$ cat config.mk
export PLATFORM = sky130hd
export DESIGN_NAME = mux_rr_arbiter
export DESIGN_NICKNAME = d
export VERILOG_FILES = /design/src/rtl/mux_rr_arbiter.sv
export SDC_FILE = /design/constraint.sdc
export NUM_CORES = 1
export LEC_CHECK = 0
export CAP_MARGIN = 20
export CORE_MARGIN = 3
export CORE_UTILIZATION = 54
export DETAILED_ROUTE_END_ITERATION = 8
export DONT_BUFFER_PORTS = 1
export GPL_TIMING_DRIVEN = 0
export PLACE_DENSITY = 0.72
export SYNTH_ARGS = -nofsm -noshare
export SYNTH_HDL_FRONTEND = slang
export SYNTH_SLANG_ARGS = --single-unit
$ cat constraint.sdc
create_clock -name clk -period 2 [get_ports clk]
set_input_delay 0.6 -clock clk [delete_from_list [all_inputs] [get_ports clk]]
set_output_delay 0.6 -clock clk [all_outputs]
set_load 0.01 [all_outputs]
$ cat src/rtl/mux_rr_arbiter.sv
// Round-robin arbiter for four requesters driving a shared 4:1 data mux select.
// Optional tenure limit enabled by defining MUX_ARB_HOLD_LIMIT_EN (uses MAX_HOLD).
module mux_rr_arbiter #(
   parameter int unsigned MAX_HOLD = 8
) (
   input  logic       clk,
   input  logic       rst_n,
   input  logic [3:0] req,
   input  logic [3:0] in,
   output logic [3:0] gnt,
   output logic [1:0] sel,
   output logic       valid,
   output logic       out
);

   localparam int unsigned N  = 4;
   localparam int unsigned IW = 2;

   if (MAX_HOLD < 2 || MAX_HOLD > 255) begin : g_bad_hold
      $error("mux_rr_arbiter: MAX_HOLD must be in 2..255");
   end

   typedef enum logic {IDLE, GRANT} state_t;

   state_t        state, state_n;
   logic [IW-1:0] ptr, ptr_n;
   logic [N-1:0]  gnt_n;
   logic [IW-1:0] sel_n;
   logic          valid_n;
   logic [IW:0]   win;
   logic          rel;
`ifdef MUX_ARB_HOLD_LIMIT_EN
   localparam int unsigned CW = 8;
   logic [CW-1:0] cnt, cnt_n;
   logic          others;
   logic          expire;
`endif

   // First requester in search order starting at p; returns {found, index}.
   function automatic logic [IW:0] pick(input logic [N-1:0] r, input logic [IW-1:0] p);
      logic [IW:0]   res;
      logic [IW-1:0] idx;
      res = '0;
      for (int i = N - 1; i >= 0; i--) begin
         idx = p + IW'(i);
         if (r[idx]) res = {1'b1, idx};
      end
      return res;
   endfunction

   always_ff @(posedge clk or negedge rst_n) begin
      if (!rst_n) begin
         state <= IDLE;
         ptr   <= '0;
         gnt   <= '0;
         sel   <= '0;
         valid <= 1'b0;
`ifdef MUX_ARB_HOLD_LIMIT_EN
         cnt   <= '0;
`endif
      end else begin
         state <= state_n;
         ptr   <= ptr_n;
         gnt   <= gnt_n;
         sel   <= sel_n;
         valid <= valid_n;
`ifdef MUX_ARB_HOLD_LIMIT_EN
         cnt   <= cnt_n;
`endif
      end
   end

   always_comb begin
      state_n = state;
      ptr_n   = ptr;
      gnt_n   = gnt;
      sel_n   = sel;
      valid_n = valid;
      win     = '0;
      rel     = 1'b0;
`ifdef MUX_ARB_HOLD_LIMIT_EN
      cnt_n   = cnt;
      others  = 1'b0;
      expire  = 1'b0;
`endif
      case (state)
         IDLE: begin
            if (|req) begin
               win     = pick(req, ptr);
               state_n = GRANT;
               gnt_n   = N'(1) << win[IW-1:0];
               sel_n   = win[IW-1:0];
               valid_n = 1'b1;
`ifdef MUX_ARB_HOLD_LIMIT_EN
               cnt_n   = '0;
`endif
            end
         end
         GRANT: begin
            rel = !req[sel];
`ifdef MUX_ARB_HOLD_LIMIT_EN
            others = |(req & ~gnt);
            expire = (cnt == CW'(MAX_HOLD - 1));
            cnt_n  = cnt + CW'(1);
            // Expiry with nobody waiting: owner keeps the grant, tenure restarts.
            if (expire && !others) cnt_n = '0;
            if (expire && others) rel = 1'b1;
`endif
            if (rel) begin
               ptr_n = sel + IW'(1);
               // Owner is masked so a preempted owner cannot win its own handover.
               win   = pick(req & ~gnt, ptr_n);
               if (win[IW]) begin
                  gnt_n   = N'(1) << win[IW-1:0];
                  sel_n   = win[IW-1:0];
                  valid_n = 1'b1;
`ifdef MUX_ARB_HOLD_LIMIT_EN
                  cnt_n   = '0;
`endif
               end else begin
                  state_n = IDLE;
                  gnt_n   = '0;
                  valid_n = 1'b0;
               end
            end
         end
         default: state_n = IDLE;
      endcase
   end

   assign out = valid ? in[sel] : 1'b0;

endmodule

Word level (Yosys, flattened, before mapping):

Index checks and enable logic that the tools add are counted.

* flip-flop bits (word level): 10
* latch bits: 0
* memory bits (writable): 0
* ROM bits: 0
* input bits: 10
* output and inout port bits: 8
* logic and storage cells: 82
* memories kept: 0

* $add $sub $neg: 7
* $mul: 0
* divide/modulo/power cells: 0
* $lt $le $gt $ge: 9
* equality and inequality tests: 3
* shift-type cells: 2
* mux-type cells: 48
* bitwise gates (word level): 4
* reductions and logical operators: 4

Operator list (number)
* 2-bit by 3-bit < comparator with 1-bit output (second input constant): 9
* 1-bit binary-select mux with 2-bit select: 10
* 2-bit 2-to-1 mux: 9
* 3-bit 2-to-1 mux: 6
* 1-bit 2-to-1 mux: 16
* 4-bit 2-to-1 mux: 3
* 2-bit adder (second input constant): 4
* 4-bit case mux with 2 select lines: 1
* 1-bit by 2-bit left shift with 4-bit output (first input constant): 2
* 2-bit by 1-bit adder with 2-bit output (second input constant): 3
* 4-bit AND: 1
* 2-bit inequality test (second input constant): 2
* 4-bit inverter: 1
* 1-bit case mux with 2 select lines: 2
* 2-bit case mux with 2 select lines: 1
* 2-bit AND reduction: 2
* 4-bit OR reduction: 1
* 3-bit AND reduction: 1
* 2-bit by 1-bit inequality test with 1-bit output (second input constant): 1
* 1-bit inverter: 2

Logic depth before layout (Yosys ltp):

* depth after elaboration: 14
* depth in mapped cells: 6
* mapped depth without buffers: 5

Least setup slack after synthesis:

Ideal clock, no wire load.

* kind: input to register
* start point: in req[3]
* end point: reg gnt[2]
* setup time: 0.095 ns
* arrival: 1.848 ns
* required time: 1.905 ns
* setup slack: 0.057 ns
* cell stages on the path: 5
* path buffers: 0
* cell sequence: and3b_4 a21o_1 a221o_1 or3b_4 o32ai_2

* longest elaborated chain between the ends: 13
* elaborated cells between the ends (all ways): 41

RTL lines
* from (decl): line 8 `input logic [3:0] req,`
* 4-bit AND: line 112 `win = pick(req & ~gnt, ptr_n);`
* 1-bit binary-select mux with 2-bit select: line 46 `if (r[idx]) res = {1'b1, idx};`
* 1-bit 2-to-1 mux (not written as such): line 46
* 3-bit 2-to-1 mux (4 in a row): line 46
* 3-bit 2-to-1 mux: line 109 `if (rel) begin`
* 3-bit 2-to-1 mux: line 86 `case (state)`
* 1-bit by 2-bit left shift with 4-bit output: line 114 `gnt_n = N'(1) << win[IW-1:0];`
* 4-bit 2-to-1 mux: line 113 `if (win[IW]) begin`
* 4-bit 2-to-1 mux: line 109
* 4-bit case mux with 2 select lines: line 86
* to (signal assigned): line 64 `gnt <= gnt_n;`
* to (decl): line 10 `output logic [3:0] gnt,`

Several ways; a longest one is shown, not always the timed one. The select of a mux whose other input is x is not followed.
A chain may end at the register's enable or synchronous reset.

Worst setup path in the final report:

* start point: reg sel[0]
* end point: out out

* longest elaborated chain between the ends: 3

RTL lines
* from (decl): line 11 `output logic [1:0] sel,`
* from (signal assigned): line 65 `sel <= sel_n;`
* 1-bit binary-select mux with 2-bit select: line 131 `assign out = valid ? in[sel] : 1'b0;`
* 1-bit 2-to-1 mux (not written as such): line 131
* 1-bit 2-to-1 mux: line 131
* to (decl): line 13 `output logic out`

Every way passes these cells. The select of a mux whose other input is x is not followed.

==> reports/metrics.cfg <==
[cts]
h-tree-depth=1
root_buffer=clkbuf_4
cts-root-to-sink-buffers=2
worst_skew_pair.late_latency_ns=0.26
cts_sinks=10
tritoncts_clock_tree=done
cts_hold_buf=0
numCtsBuffers=3
clkSlewWorstSetupHoldPaths_ns=0.07

[run_status]
violations=setup timing
status=finished, violations left

[power_and_ir_drop]
cellLeakagePower_nw=0.3666
power-per-cell-area_nw_per_um2=1918
p_total_mw=1.709
vdd_ir_drop_max_mv=1.017

[yosys]
syn-num-nets=99
post_synth_num_cell_types=42
synth_edf_count=0
synth.cell_area_um2=802.0
synth-seq-cells=10
async_flop_share_pct=100.0
synthesis.yosys.warnings=0
synthesis.instances=89
syn_area_per_cell_um2=9.011
part_of_the_yosys_area_used_for_sequential_elements_pct=31.20
synth_top_flop_cell=dfrtp_1

[timing]
grt_setup_unrepaired=true
fin_hold_viols=0
relSlewSlack_pct=58.48
min_period_over_period_pct=101.6
worst_pin_slew_ns=0.6180
final.setup_skew_ns=0.001226
final_count_of_pins_violating_max_slew=0
setup-tns-final_ns=-0.03214
min_period_ns=2.032
fmax_mhz=492.1
final.setup.worst_slack_ns=-0.03214
setup_violators_final=1

[routing]
drt_pass1_iterations=4
drt_iter0_drc=23
drt_wl_total_um=2044
drt.antenna.violating_nets=0
highest_metal_layer_with_signal_wires=met4
route.met3.wl_um=162
drt-vias-per-instance=6.741
route.vias.total=755
wl_met1_um=861
drt-wirelength-per-cell_um=18.25
detailed_route_drc_error_count=0
route.met2.wl_um=988

[final_layout]
finish.net_count=109
drive_above_1_share_pct=23.71
post-route-cell-area_um2=890.9
antennaDiodeCount=0
area.growth.synth_to_final_pct=11.08
layout.core_utilization_pct=65.99

[die]
start_util_pct=59.41
die-height_um=44.54
die-area_um2=1984
dieWidth_um=44.54
io-pin-count=18
core_um2=1350
rows=13

[place]
finalWeightedCongestion=0.8379
pre_cts_ws_ns=-0.02474
dp.final_hpwl_um=1402
portBuffers=0
dpl-instance-area_um2=820.8

[grt]
grt_pass1_vias=705
antenna_violations_before_repair=0
grt_max_degree=11
grt_first_pass_wirelength_um=3270
grt_remaining_overflow=0
globalRouteTotalUtil_pct=22.96

[setup_path]
timing.critical_path.required_ns=1.40
path_cells=buf_6 -> mux4_2 -> and2_4
start_kind=flip-flop
cp_slowest_cell=mux4_2
worst-r2r-cell-count=6
setup.worst_path.end_class=output port
timing.critical_path.slowest_cell_delay_ns=0.48
crit-reg2reg-launch=sel[1]
cp_data_arrival_time_ns=1.43
critical_path_class=flip-flop to output port
cp_max_fo=2
crit_start=sel[0]

[hold_path]
worst_hold_path_type=input port to async pin

[job]
drv.max_cap_violation_count=0

-- timing repair --
action                                  CTS  global route
hold endpoints to repair                  0             0
pin swaps                                 2             0
resized for setup                         4             0
buffers inserted                          3             2
gates cloned                              0             0
endpoints found under the setup margin    3             3
-- registers in the layout, summed over array words and instances, names as in the netlist --
signal / flops
sel: 2
valid: 1
ptr: 2
gnt: 4
state: 1
-- placed cells by master (no fill, tap or decap), drive strengths merged, types with 3 or more instances in the layout --
cell type	n
clkbuf	4
nor2b	3
dfrtp	10
nor3	3
o21ai	6
buf	8
o21a	3
inv	3
nand2	6
nand2b	5
nor2	11
a21oi	3
a31oi	3
-- layout make-up --
| cell class | instances | area, um2 |
|---|---|---|
| inverter | 3 | 11.26 |
| fill | 113 | 459.2 |
| sequential | 10 | 250.2 |
| tap | 15 | 18.77 |
| timing repair buffer | 5 | 37.54 |
| multi-input combinational | 72 | 516.7 |
| clock buffer | 3 | 22.52 |
| buffer | 4 | 33.78 |
-- cells in the mapped netlist (2+ instances only) --
| cell type | instances | area share [%] |
|---|---|---|
| mux2i_1 | 2 | 2.5 |
| buf_6 | 2 | 2.8 |
| o21ai_0 | 4 | 2.5 |
| nor3_1 | 3 | 1.9 |
| o21ai_1 | 2 | 1.2 |
| and2_1 | 2 | 1.6 |
| inv_1 | 3 | 1.4 |
| a21oi_1 | 3 | 1.9 |
| a221o_1 | 2 | 2.5 |
| o21a_1 | 3 | 2.8 |
| o211ai_1 | 2 | 1.9 |
| a31oi_1 | 3 | 2.3 |
| dfrtp_1 | 10 | 31 |
| nand2b_1 | 5 | 3.9 |
| nor2_1 | 11 | 5.1 |
| nand2_1 | 6 | 2.8 |
-- kinds of logic after synthesis --
group	count (synthesis)	share of synthesized area (%)
AOI/OAI and AO/OA	30	27.46
xor gates and xnor gates	1	1.092
buffers and inverters	7	5.616
muxes	4	8.581
and+or+nand+nor	37	26.05
DFF	10	31.20
-- metrics by stage --
stage               hold slack, ns  instances
finish                     0.02530        112
global route              0.007724        112
CTS                        0.02254        110
detailed placement          0.3047        104
global placement            0.3046        104
floorplan                   0.3044         89
-- final timing paths --
check                         end  slack (ns)
min reg2reg                ptr[0]        0.60
max in group asynchronous  gnt[2]        1.91
min                        gnt[3]        0.03
max                           out       -0.03
min in group clk           ptr[0]        0.60
max reg2reg                gnt[0]        0.02
-- critical path, delay by kind of cell (launching register included) --
kind                   cells  cell delay, ns
multiplexers               1            0.48
AND/OR/NAND/NOR            1            0.16
buffers and inverters      1            0.12
flip-flops                 1            0.41
-- routing by layer --
layer	global-route usage, %	vias to the layer above
li1	-	352
met1	31.04	361
met2	36.10	38
met3	6.504	4
met4	5.422	0
met5	0	-
-- power breakdown --
group / internal [mW] / leakage (nW) / switching [mW]
Sequential: 0.312 / 0.116 / 0.149
Clock: 0.0695 / 0.0138 / 0.0705
Combinational: 0.549 / 0.237 / 0.559
Total: 0.930 / 0.367 / 0.779
No activity file was read; power rests on OpenSTA's default activity.
